## src/rtl/e203_ifu_flush_rsp.sv

```systemverilog
// IFU flush responder: acknowledges commit flushes, issues a one-cycle PC redirect,
// and marks fetch responses that belong to pre-flush requests for drop.
module e203_ifu_flush_rsp #(
  parameter int PC_SIZE  = 32,
  parameter int OUTS_W   = 2,
  parameter int MAX_OUTS = 2
) (
  input  logic               clk,
  input  logic               rst,
  input  logic               pipe_flush_req,
  input  logic [PC_SIZE-1:0] pipe_flush_add_op1,
  input  logic [PC_SIZE-1:0] pipe_flush_add_op2,
  output logic               pipe_flush_ack,
  input  logic               ifu_req_hsked,
  input  logic               ifu_rsp_hsked,
  output logic               ifu_rsp_drop,
  output logic               fetch_allow,
  output logic               pc_redir_vld,
  output logic [PC_SIZE-1:0] pc_redir,
  output logic [OUTS_W-1:0]  outs_cnt
);

  localparam logic [0:0] ST_IDLE  = 1'b0;
  localparam logic [0:0] ST_REDIR = 1'b1;

  localparam logic [OUTS_W-1:0] MAX_CNT = OUTS_W'(MAX_OUTS);
  localparam logic [OUTS_W-1:0] CNT_ONE = OUTS_W'(1);

  logic [0:0]         state;
  logic [0:0]         state_nxt;
  logic [OUTS_W-1:0]  outs_cnt_r;
  logic [OUTS_W-1:0]  outs_cnt_nxt;
  logic [OUTS_W-1:0]  drop_cnt;
  logic [OUTS_W-1:0]  drop_cnt_nxt;
  logic [PC_SIZE-1:0] pc_sum;
  logic               flush_accept;
  logic               drop_pending;

  // Combinational outputs are gated by rst so nothing leaks out during reset.
  assign flush_accept   = ~rst & (state == ST_IDLE) & pipe_flush_req;
  assign pipe_flush_ack = flush_accept;
  assign drop_pending   = (drop_cnt != '0);
  assign ifu_rsp_drop   = ~rst & ifu_rsp_hsked & (drop_pending | flush_accept);

  assign fetch_allow  = (state == ST_IDLE) & ~pipe_flush_req & (outs_cnt_r < MAX_CNT);
  assign pc_redir_vld = (state == ST_REDIR);
  assign outs_cnt     = outs_cnt_r;

  assign pc_sum = pipe_flush_add_op1 + pipe_flush_add_op2;

  // Outstanding count: saturates at MAX_OUTS on protocol-violating requests
  // and never underflows on a spurious response.
  always_comb begin
    // NOTE: default every always_comb output first so no path infers a latch.
    outs_cnt_nxt = outs_cnt_r;
    if (ifu_req_hsked && !ifu_rsp_hsked) begin
      if (outs_cnt_r < MAX_CNT) outs_cnt_nxt = outs_cnt_r + CNT_ONE;
    end else if (!ifu_req_hsked && ifu_rsp_hsked) begin
      if (outs_cnt_r != '0) outs_cnt_nxt = outs_cnt_r - CNT_ONE;
    end
  end

  // A new flush makes every fetch still in flight after this cycle stale;
  // a response retiring in the ack cycle is already dropped directly.
  always_comb begin
    drop_cnt_nxt = drop_cnt;
    if (flush_accept) begin
      drop_cnt_nxt = outs_cnt_nxt;
    end else if (ifu_rsp_hsked && drop_pending) begin
      drop_cnt_nxt = drop_cnt - CNT_ONE;
    end
  end

  always_comb begin
    state_nxt = state;
    case (state)
      ST_IDLE:  if (flush_accept) state_nxt = ST_REDIR;
      ST_REDIR: state_nxt = ST_IDLE;
      default:  state_nxt = ST_IDLE;
    endcase
  end

  always_ff @(posedge clk) begin
    // NOTE: sequential state uses non-blocking assignments so all registers
    // update together from pre-edge values.
    if (rst) begin
      state      <= ST_IDLE;
      outs_cnt_r <= '0;
      drop_cnt   <= '0;
    end else begin
      state      <= state_nxt;
      outs_cnt_r <= outs_cnt_nxt;
      drop_cnt   <= drop_cnt_nxt;
    end
  end

  // Redirect target is halfword aligned; it holds between flushes.
  always_ff @(posedge clk) begin
    if (rst) begin
      pc_redir <= '0;
    end else if (flush_accept) begin
      pc_redir <= {pc_sum[PC_SIZE-1:1], 1'b0};
    end
  end

endmodule

```

## config.mk

```make
export PLATFORM = sky130hd
export DESIGN_NAME = e203_ifu_flush_rsp
export DESIGN_NICKNAME = d
export VERILOG_FILES = /design/src/rtl/e203_ifu_flush_rsp.sv
export SDC_FILE = /design/constraint.sdc
export NUM_CORES = 1
export LEC_CHECK = 0
export BUFFER_PORTS_ARGS = -buffer_cell sky130_fd_sc_hd__buf_2
export CORE_MARGIN = 2
export CORE_UTILIZATION = 30
export CTS_BUF_LIST = sky130_fd_sc_hd__clkbuf_16
export DETAILED_ROUTE_END_ITERATION = 10
export SYNTH_ARGS = -nofsm -noshare
export SYNTH_HDL_FRONTEND = slang
export SYNTH_SLANG_ARGS = --single-unit
```

## constraint.sdc

```tcl
create_clock -name clk -period 4.68 [get_ports clk]
set_input_delay 0.468 -clock clk [delete_from_list [all_inputs] [get_ports clk]]
set_output_delay 0.468 -clock clk [all_outputs]
set_load 0.02 [all_outputs]
```

# Yosys cells after proc, flatten, opt, wreduce, memory -nomap -nowiden
# Cells that the tools add are included.
[classes]
n_bitwise = 10
mux = 8
add_sub_neg = 4
order_cmp = 1
n_reduce_logical = 8
[ops]
columns = ["op", "count"]
rows = [
  ["32-bit adder", 1],
  ["2-bit two-way mux", 6],
  ["1-bit AND", 6],
  ["2-bit nonzero test", 3],
  ["2-bit by 1-bit subtractor with 2-bit output, second input constant", 2],
  ["1-bit logical AND", 3],
  ["1-bit NOT", 3],
  ["2-bit by 1-bit adder with 2-bit output, second input constant", 1],
  ["1-bit logical NOT", 2],
  ["2-bit < comparator, second input constant", 1],
  ["1-bit one-hot mux with 2 select lines", 1],
  ["1-bit two-way mux", 1],
  ["1-bit bitwise OR", 1],
]
[word_totals]
regBits = 36
in_bits = 69

# Depth between registers and ports, before layout
# Gate-level depths: netlist of run 1.
[depth]
word_depth = 5
mapped_depth = 9
depth_no_buf = 9

# Worst setup path before layout of run 1
# No wires, ideal clock.
[synth_path]
path_type = "input to register"
start = "input pipe_flush_add_op1[0]"
end = "register pc_redir[28]"
required_time_ns = 4.554
setup_ns = 0.126
path_stages = 9
t_arrival_ns = 2.350
setup_slack_ns = 2.204
path_cell_list = "and2_1 > fa_1 > a21o_1 > a221o_2 > a21oi_2 > a21oi_1 > a41oi_1 > xor2_1 > o21ai_1"
[synth_via]
elab_chain_cells = 1
[synth_rtl]
columns = ["element", "line", "text"]
rows = [
  ["start, declared", "11", "input logic [PC_SIZE-1:0] pipe_flush_add_op1,"],
  ["32-bit adder", "49", "assign pc_sum = pipe_flush_add_op1 + pipe_flush_add_op2;"],
  ["end signal, assigned", "102", "pc_redir <= {pc_sum[PC_SIZE-1:1], 1'b0};"],
  ["end, declared", "19", "output logic [PC_SIZE-1:0] pc_redir,"],
]
# No other way between the ends.
# A chain may end at the register's enable or synchronous reset.

# Worst setup path in the final report of run 1
# Ends and elaborated chain as after synthesis.

==> results.toml, run 1 <==
[floorplanning]
ioPinCount = 107
chipWidth_um = 107
die-area_um2 = 11400
placementRows = 37
start_util_pct = 30.9
core_um2 = 10300
die_y_um = 107

[clock_tree]
clkTransAtPathRegs_ps = 60
postCtsResizedCells = 0
clk_path_buf_depth = 2
numClockSinks = 36
cts_buffers = 5
post-cts-setup-buffer-count = 0
ctsHtreeMaxLevel = 2
root_buffer = "clkbuf_16"
cts_tree = "built"
clk_latency_ps = 280
ctsHoldBuffers = 0

[finish]
insertedDiodeCount = 0
area.growth.synth_to_final_pct = 24.4
fillers = 1134
drive_gt1_share_pct = 25.8
fin_nets = 610

[timing]
finalSetupViolCount = 0
post-route-min-period_ps = 2490
slew_headroom_pct = 49.1
rsz0062_at_grt = "false"
finalHoldViolations = 0
min_period_over_period_pct = 53.3
whs_ps = 451
fin_tns_setup_ps = 0
fin_skew_ps = 4.29
timing.fmax_ghz = 0.401
maxSlewViolCount = 0
tightest_slew_ps = 760

[global_route]
grt_pass1_wl_um = 15000
grt_util_all_layers_pct = 16.0
gr-total-overflow = 0
antenna_found_initial = 0
grt_max_degree = 55
grt_pass1_vias = 3118

[power_and_ir_drop]
p_leak_nw = 1.78
max-vdd-ir-drop_v = 0.000159
power_density_nw_per_um2 = 303

[logic_synthesis]
synth_cell_types = 61
netlist.top_cell.by_area = "dfxtp_1"
synth.most_common_cell = "o21ai_0"
avgSynthCellArea_um2 = 7.66
synthSimpleGateAreaFrac_pct = 20.0
mappedNetlistArea_um2 = 3170
synth.mux.area_fraction_pct = 0.631
yosysWarnings = 0
synthAdderAreaFrac_pct = 14.0
seq_area_frac_synth_pct = 22.7
synth_edf_count = 0
ys_top_cells_by_count = "o21ai_0, nand2_1, a21oi_1, dfxtp_1, ha_1"
yosys_register_bits = 36
synth-compound-area-share_pct = 30.9
synthFlopType = "dfxtp_1"
synth_top_area_share_pct = 22.7
syn_inst = 414
synth_top_family_by_area = "compound AO/OA/AOI/OAI gates"
synth_nets = 518
synthArstFlopShare_pct = 0
synth_area_leaders = "dfxtp_1, ha_1, o21ai_0, a21oi_1, nand2_1"
synth-xor-area-share_pct = 7.18

[min_path]
min_path_type = "in -> reg"

[routing]
drt-initial-drc-count = 169
drc = 0
ant_nets = 0
vias = 3309
wl_per_cell_um = 14.4
drt-total-wl_um = 9240
vias_per_cell = 5.15
drtPass1Iterations = 5

[critical_path]
crit_arrival_ps = 2640
path_class = "in -> reg"
required_ps = 4830
cp-start-kind = "input pin"
worstPathMaxFanout = 6
endpoint_kind = "register"

[job]
max-cap-violations = 0

[placement]
port_buffers = 105
place_congestion = 0.894
post-dp-hpwl_um = 7470

[outcome]
outcome = "finished clean"
==> layer usage <==
layer | up-vias | global-route usage [%] | part of all wire (%)
li1 | 1718 | - | -
met1 | 1486 | 22.8 | 48
met2 | 96 | 25.9 | 46
met3 | 9 | 1.34 | 5.0
met4 | 0 | 4.64 | 1.2
met5 | - | 0 | 0
==> layout make-up <==
cell class	instances	area (um2)	share of cell area, %
clock buffer	5	125	3.17
clock inverter	3	42.5	1.08
inverter	12	45.0	1.14
multi-input combinational	345	2310	58.5
sequential	36	721	18.3
tap	136	170	4.31
timing repair buffer	106	533	13.5
==> cells in the final DEF (no fill, tap or decap), types with 7 or more instances in the layout <==
cell,netlist,layout
nor3_1,9,9
nand2_1,40,40
a211oi_1,9,9
buf_2,3,105
nand2b_1,7,7
a21o_1,8,8
ha_1,34,34
o21ai_0,45,45
xnor2_1,13,13
nand3_1,28,28
a21oi_1,36,36
nor2_1,19,19
inv_1,12,12
xor2_1,13,13
dfxtp_1,36,36
==> critical path, stage by stage <==
cell,delay (ps)
buf_2,100
and2_1,160
fa_1,390
a21o_1,210
a221o_2,440
a21oi_2,190
a21oi_1,170
a41oi_1,280
xor2_1,160
o21ai_1,70
==> stage by stage <==
| stage | utilization (%) | instance area (um2) | setup slack (ps) | power [mW] | std cells |
|---|---|---|---|---|---|
| 4_1_cts | 38.4 | 3950 | 2190 | 1.21 | 643 |
| 3_3_place_gp | 36.8 | 3780 | 1930 | 0.818 | 635 |
| 6_report | 38.4 | 3950 | 2190 | 1.19 | 643 |
| 2_1_floorplan | - | 3170 | 2200 | 0.684 | 414 |
| 5_1_grt | 38.4 | 3950 | 2010 | 1.27 | 643 |
| 3_5_place_dp | 36.8 | 3780 | 1880 | 0.825 | 635 |
==> cells by family after synthesis <==
| logic type | Yosys count |
|---|---|
| flip-flops | 36 |
| adder cells (fa/ha/maj) | 35 |
| AO/OA/AOI/OAI | 151 |
| AND/OR/NAND/NOR | 130 |
| buffers and inverters | 33 |
| XOR/XNOR | 26 |
| other | 1 |
| multiplexers | 2 |
==> where the power goes <==
part           switching [mW]  internal (mW)  leakage, nW
Combinational           0.276          0.178         1.40
Clock                   0.125          0.250       0.0798
Sequential             0.0203          0.345        0.297
Total                   0.421          0.773         1.78
==> sequential cells by signal (all words and copies together), names as in the netlist <==
name	flops
drop_cnt	2
pc_redir_vld	1
pc_redir	31
outs_cnt	2
==> final timing paths <==
path,from,to,slack [ps],cells after the start
max,pipe_flush_add_op1[0],pc_redir[28]$_SDFFE_PP0P_,2190,10
min,rst,outs_cnt[0]$_SDFF_PP0_,450,2
max reg2reg,pc_redir_vld$_SDFF_PP0_,pc_redir[25]$_SDFFE_PP0P_,2470,7
min reg2reg,pc_redir[1]$_SDFFE_PP0P_,pc_redir[1]$_SDFFE_PP0P_,450,2
Note: power is estimated with default switching activity, not from simulation.
==> inputs of run 2 (changes only) <==
==> constraint.sdc (replaced) <==
create_clock -name clk -period 2.3 [get_ports clk]
set_input_delay 0.23 -clock clk [delete_from_list [all_inputs] [get_ports clk]]
set_output_delay 0.23 -clock clk [all_outputs]
set_load 0.02 [all_outputs]
==> results.toml, run 2 (same netlist as run 1, synthesis figures left out) <==
[outcome]
outcome = "finished clean"

[job]
max-cap-violations = 0

[critical_path]
rr_worst_depth = 6
cp_slowest_stage_delay_ps = 430
critPathBufInv = 1
crit_family = "compound AO/OA/AOI/OAI gates"
crit_arrival_ps = 2360
required_ps = 2460
path_class = "in -> reg"
slowest_stage = "o41a_1"
critical_path_cell_count = 9
crit_chain = "buf_2 -> ha_1 -> a21o_1 -> and2_4 -> o41a_1 -> or3_4 -> a211oi_2 -> xor2_1 -> o21ai_1"
endpoint_kind = "register"
cp-start-kind = "input pin"
worstPathMaxFanout = 4
r2r_slack_ps = 830

[power_and_ir_drop]
p_clk_share_pct = 30.3
max-vdd-ir-drop_v = 0.000335
switching_share_pct = 34.6
p_leak_nw = 1.99
p_seq_share_pct = 29.5
p_sw_mw = 0.874
intPower_mw = 1.65
power_density_nw_per_um2 = 589
total_power_mw = 2.52
comb_power_share_pct = 40.2

[timing]
fin_tns_setup_ps = 0
maxSlewViolCount = 0
finalHoldViolations = 0
post-route-min-period_ps = 2200
finalSetupViolCount = 0
tightest_slew_ps = 791
whs_ps = 207
finalWorstSetupSlack_ps = 104
rsz0062_at_grt = "false"
timing.fmax_ghz = 0.455
fin_skew_ps = 3.67
slew_headroom_pct = 47.1
min_period_over_period_pct = 95.5

[routing]
wl_per_cell_um = 13.4
drc = 0
drt-initial-drc-count = 180
drt-total-wl_um = 9240
vias_per_cell = 5.11
ant_nets = 0
drtPass1Iterations = 4
vias = 3513

[global_route]
grt_pass1_vias = 3342
antenna_found_initial = 0
grt_util_all_layers_pct = 16.3
gr-total-overflow = 0
grt_max_degree = 38
grt_pass1_wl_um = 15300

[floorplanning]
ioPinCount = 107
placementRows = 37
core_um2 = 10300
chipWidth_um = 107
die-area_um2 = 11400
start_util_pct = 30.9
die_y_um = 107

[clock_tree]
post-cts-setup-buffer-count = 0
ctsHoldBuffers = 0
clkTransAtPathRegs_ps = 60
clk_latency_ps = 280
ctsHtreeMaxLevel = 2
cts_buffers = 5
root_buffer = "clkbuf_16"
cts_tree = "built"
clk_path_buf_depth = 2
postCtsResizedCells = 0
numClockSinks = 36

[finish]
fillers = 1100
final_util_pct = 41.7
layout_commonest_cell = "buf_2"
insertedDiodeCount = 0
fin_nets = 654
regMostFlops = "pc_redir"
layout_common_cells = "buf_2, o21ai_0, buf_4, nand2_1, dfxtp_1"
layout.cells.non_filler = 687
area.growth.synth_to_final_pct = 35.2
fin_area_um2 = 4290
drive_gt1_share_pct = 32.1
largest_reg_flops = 31

[placement]
port_buffers = 105
pre_cts_slack_ps = -201
dp_cells = 679
place_area_um2 = 4110
post-dp-hpwl_um = 7760
place_congestion = 0.847

[min_path]
min_path_cells = 2
min_path_type = "in -> reg"
-- run 2: per-layer routing --
metal	up-vias	part of all wire, %	GRT usage (%)
li1	1806	-	-
met1	1609	49	22.4
met2	89	46	26.7
met3	9	4.1	1.70
met4	0	1.5	5.10
met5	-	0	0
-- run 2: area by class of cell --
class | instances | area, um2 | share of cell area [%]
clock buffers | 5 | 125 | 2.92
clock inverters | 3 | 42.5 | 0.992
inverters | 12 | 45.0 | 1.05
multi-input cells | 345 | 2320 | 54.1
flip-flops and latches | 36 | 721 | 16.8
well taps | 136 | 170 | 3.97
repair buffers | 150 | 863 | 20.1
-- run 2: final timing paths --
| check | startpoint | to |
|---|---|---|
| setup / recovery | pipe_flush_add_op1[4] | pc_redir[19]$_SDFFE_PP0P_ |
| hold / removal | rst | drop_cnt[0]$_SDFFE_PP0P_ |
| hold reg to reg | pc_redir[21]$_SDFFE_PP0P_ | pc_redir[21]$_SDFFE_PP0P_ |
| setup reg to reg | pc_redir_vld$_SDFF_PP0_ | pc_redir[25]$_SDFFE_PP0P_ |
-- run 2: power groups by stage --
stage	Sequential (mW)	Combinational [mW]	Clock, mW
final	0.745	1.02	0.765
after global routing	0.754	1.12	0.815
after CTS	0.746	1.02	0.787
after detailed placement	0.759	1.01	0
after global placement	0.755	1.00	0
after floorplan	0.844	0.547	0
==> inputs of run 3 (changes only) <==
--- a/config.mk
+++ b/config.mk
@@ -5,7 +5,9 @@
 export SDC_FILE = /design/constraint.sdc
 export NUM_CORES = 1
 export LEC_CHECK = 0
+export ABC_CLOCK_PERIOD_IN_PS = 2540
 export BUFFER_PORTS_ARGS = -buffer_cell sky130_fd_sc_hd__buf_2
+export CORE_ASPECT_RATIO = 1.4
 export CORE_MARGIN = 2
 export CORE_UTILIZATION = 30
 export CTS_BUF_LIST = sky130_fd_sc_hd__clkbuf_16
==> constraint.sdc (replaced) <==
create_clock -name clk -period 2.54 [get_ports clk]
set_input_delay 0.254 -clock clk [delete_from_list [all_inputs] [get_ports clk]]
set_output_delay 0.254 -clock clk [all_outputs]
set_load 0.02 [all_outputs]
==> results.toml, run 3 (same netlist as run 1, synthesis figures left out) <==
[timing]
timing.fmax_ghz = 0.440
maxSlewViolCount = 0
finalSetupViolCount = 0
rsz0062_at_grt = "false"
fin_skew_ps = 2.47
finalHoldViolations = 0
tightest_slew_ps = 898
finalWorstSetupSlack_ps = 267
slew_headroom_pct = 39.9
post-route-min-period_ps = 2270
min_period_over_period_pct = 89.5

[placement]
pre_cts_slack_ps = -15.1
port_buffers = 105
dp_cells = 656
place_congestion = 0.887
post-dp-hpwl_um = 7860

[critical_path]
slowest_stage = "a221o_2"
path_class = "in -> reg"
crit_arrival_ps = 2430
critPathLaunch = "pipe_flush_add_op1[0]"
required_ps = 2700
cp-start-kind = "input pin"
rr_worst_depth = 6
crit_chain = "buf_2 -> and2_1 -> fa_1 -> a21o_1 -> a221o_2 -> buf_4 -> nand2b_1 -> o21ai_0 -> o21a_1 -> o311ai_0 -> nand2_1"
cp_slowest_stage_delay_ps = 410
endpoint_kind = "register"
rr_startpoint = "pc_redir_vld$_SDFF_PP0_"
worstPathMaxFanout = 4

[floorplanning]
core_um2 = 10300
die_y_um = 126
die-area_um2 = 11400
placementRows = 44
ioPinCount = 107
chipWidth_um = 90.9
start_util_pct = 30.7

[routing]
drc = 0
wl_per_cell_um = 14.0
drt-initial-drc-count = 101
ant_nets = 0
drt-total-wl_um = 9320
vias_per_cell = 5.13
vias = 3408
drtPass1Iterations = 4

[power_and_ir_drop]
max-vdd-ir-drop_v = 0.000287
power_density_nw_per_um2 = 590
total_power_mw = 2.44
p_leak_nw = 1.89

[clock_tree]
cts_buffers = 5
ctsHoldBuffers = 0
ctsHtreeMaxLevel = 2
post-cts-setup-buffer-count = 0
root_buffer = "clkbuf_16"
numClockSinks = 36
postCtsResizedCells = 0
clk_latency_ps = 280
clk_path_buf_depth = 2
clkTransAtPathRegs_ps = 60
cts_tree = "built"

[finish]
area.growth.synth_to_final_pct = 30.5
fillers = 1124
final_util_pct = 40.0
layout.cells.non_filler = 664
fin_nets = 629
largest_reg_flops = 31
drive_gt1_share_pct = 28.5
layout_commonest_cell = "buf_2"
regMostFlops = "pc_redir"
insertedDiodeCount = 0
layout_common_cells = "buf_2, o21ai_0, nand2_1, a21oi_1, dfxtp_1"

[global_route]
gr-total-overflow = 0
antenna_found_initial = 0
grt_pass1_wl_um = 15800
grt_util_all_layers_pct = 16.6
grt_pass1_vias = 3415
grt_max_degree = 29

[min_path]
min_path_cells = 2
min_path_type = "in -> reg"
hold_start = "rst"

[job]
max-cap-violations = 0

[outcome]
outcome = "finished clean"
run 3: changes by cell type in the layout (fill, tap and decap cells not counted), sizes merged:
cell,delta
bufinv,+2
clkinv,-1
buf,-25
clkinvlp,-1
run 3: per-layer routing:
layer | track usage [%] | wire length [um]
met4 | 6.15 | 171
met2 | 30.1 | 4830
met1 | 20.4 | 4040
met3 | 1.26 | 275
met5 | 0 | 0
run 3: worst paths after layout:
| check | to | slack [ps] |
|---|---|---|
| worst max-delay path | pc_redir[10]$_SDFFE_PP0P_ | 270 |
| worst min-delay path | outs_cnt[1]$_SDFF_PP0_ | 240 |
| worst max register to register | pc_redir[25]$_SDFFE_PP0P_ | 1010 |
| worst min register to register | pc_redir[21]$_SDFFE_PP0P_ | 450 |
run 3: layout make-up:
| class | count | area [um2] | area share (%) |
|---|---|---|---|
| Clock inverter | 3 | 90.1 | 2.18 |
| Clock buffer | 5 | 125 | 3.02 |
| Timing Repair Buffer | 125 | 676 | 16.3 |
| Tap cell | 138 | 173 | 4.17 |
| Sequential cell | 36 | 721 | 17.4 |
| Inverter | 12 | 45.0 | 1.09 |
| Multi-Input combinational cell | 345 | 2310 | 55.8 |
run 3: stage by stage:
step | area [um2] | hold slack (ps) | TNS (ps)
5_1_grt | 4140 | 260 | 0
6_report | 4140 | 240 | 0
2_1_floorplan | 3170 | 326 | 0
3_5_place_dp | 3930 | 441 | -15.1
3_3_place_gp | 3930 | 441 | 0
4_1_cts | 4140 | 234 | 0
run 3: critical path, delay by kind of cell:
kind                       cells  cell delay, ps
buffers and inverters          2             260
AOI/OAI and AO/OA              5            1220
adders and majority gates      1             390
and+or+nand+nor                3             300
run 3: power breakdown:
group / total, mW / switching [mW] / leakage, nW / internal [mW]
combinational: 0.869 / 0.512 / 1.49 / 0.357
clock: 0.897 / 0.236 / 0.104 / 0.662
sequential: 0.678 / 0.0412 / 0.297 / 0.637
total: 2.44 / 0.789 / 1.89 / 1.66
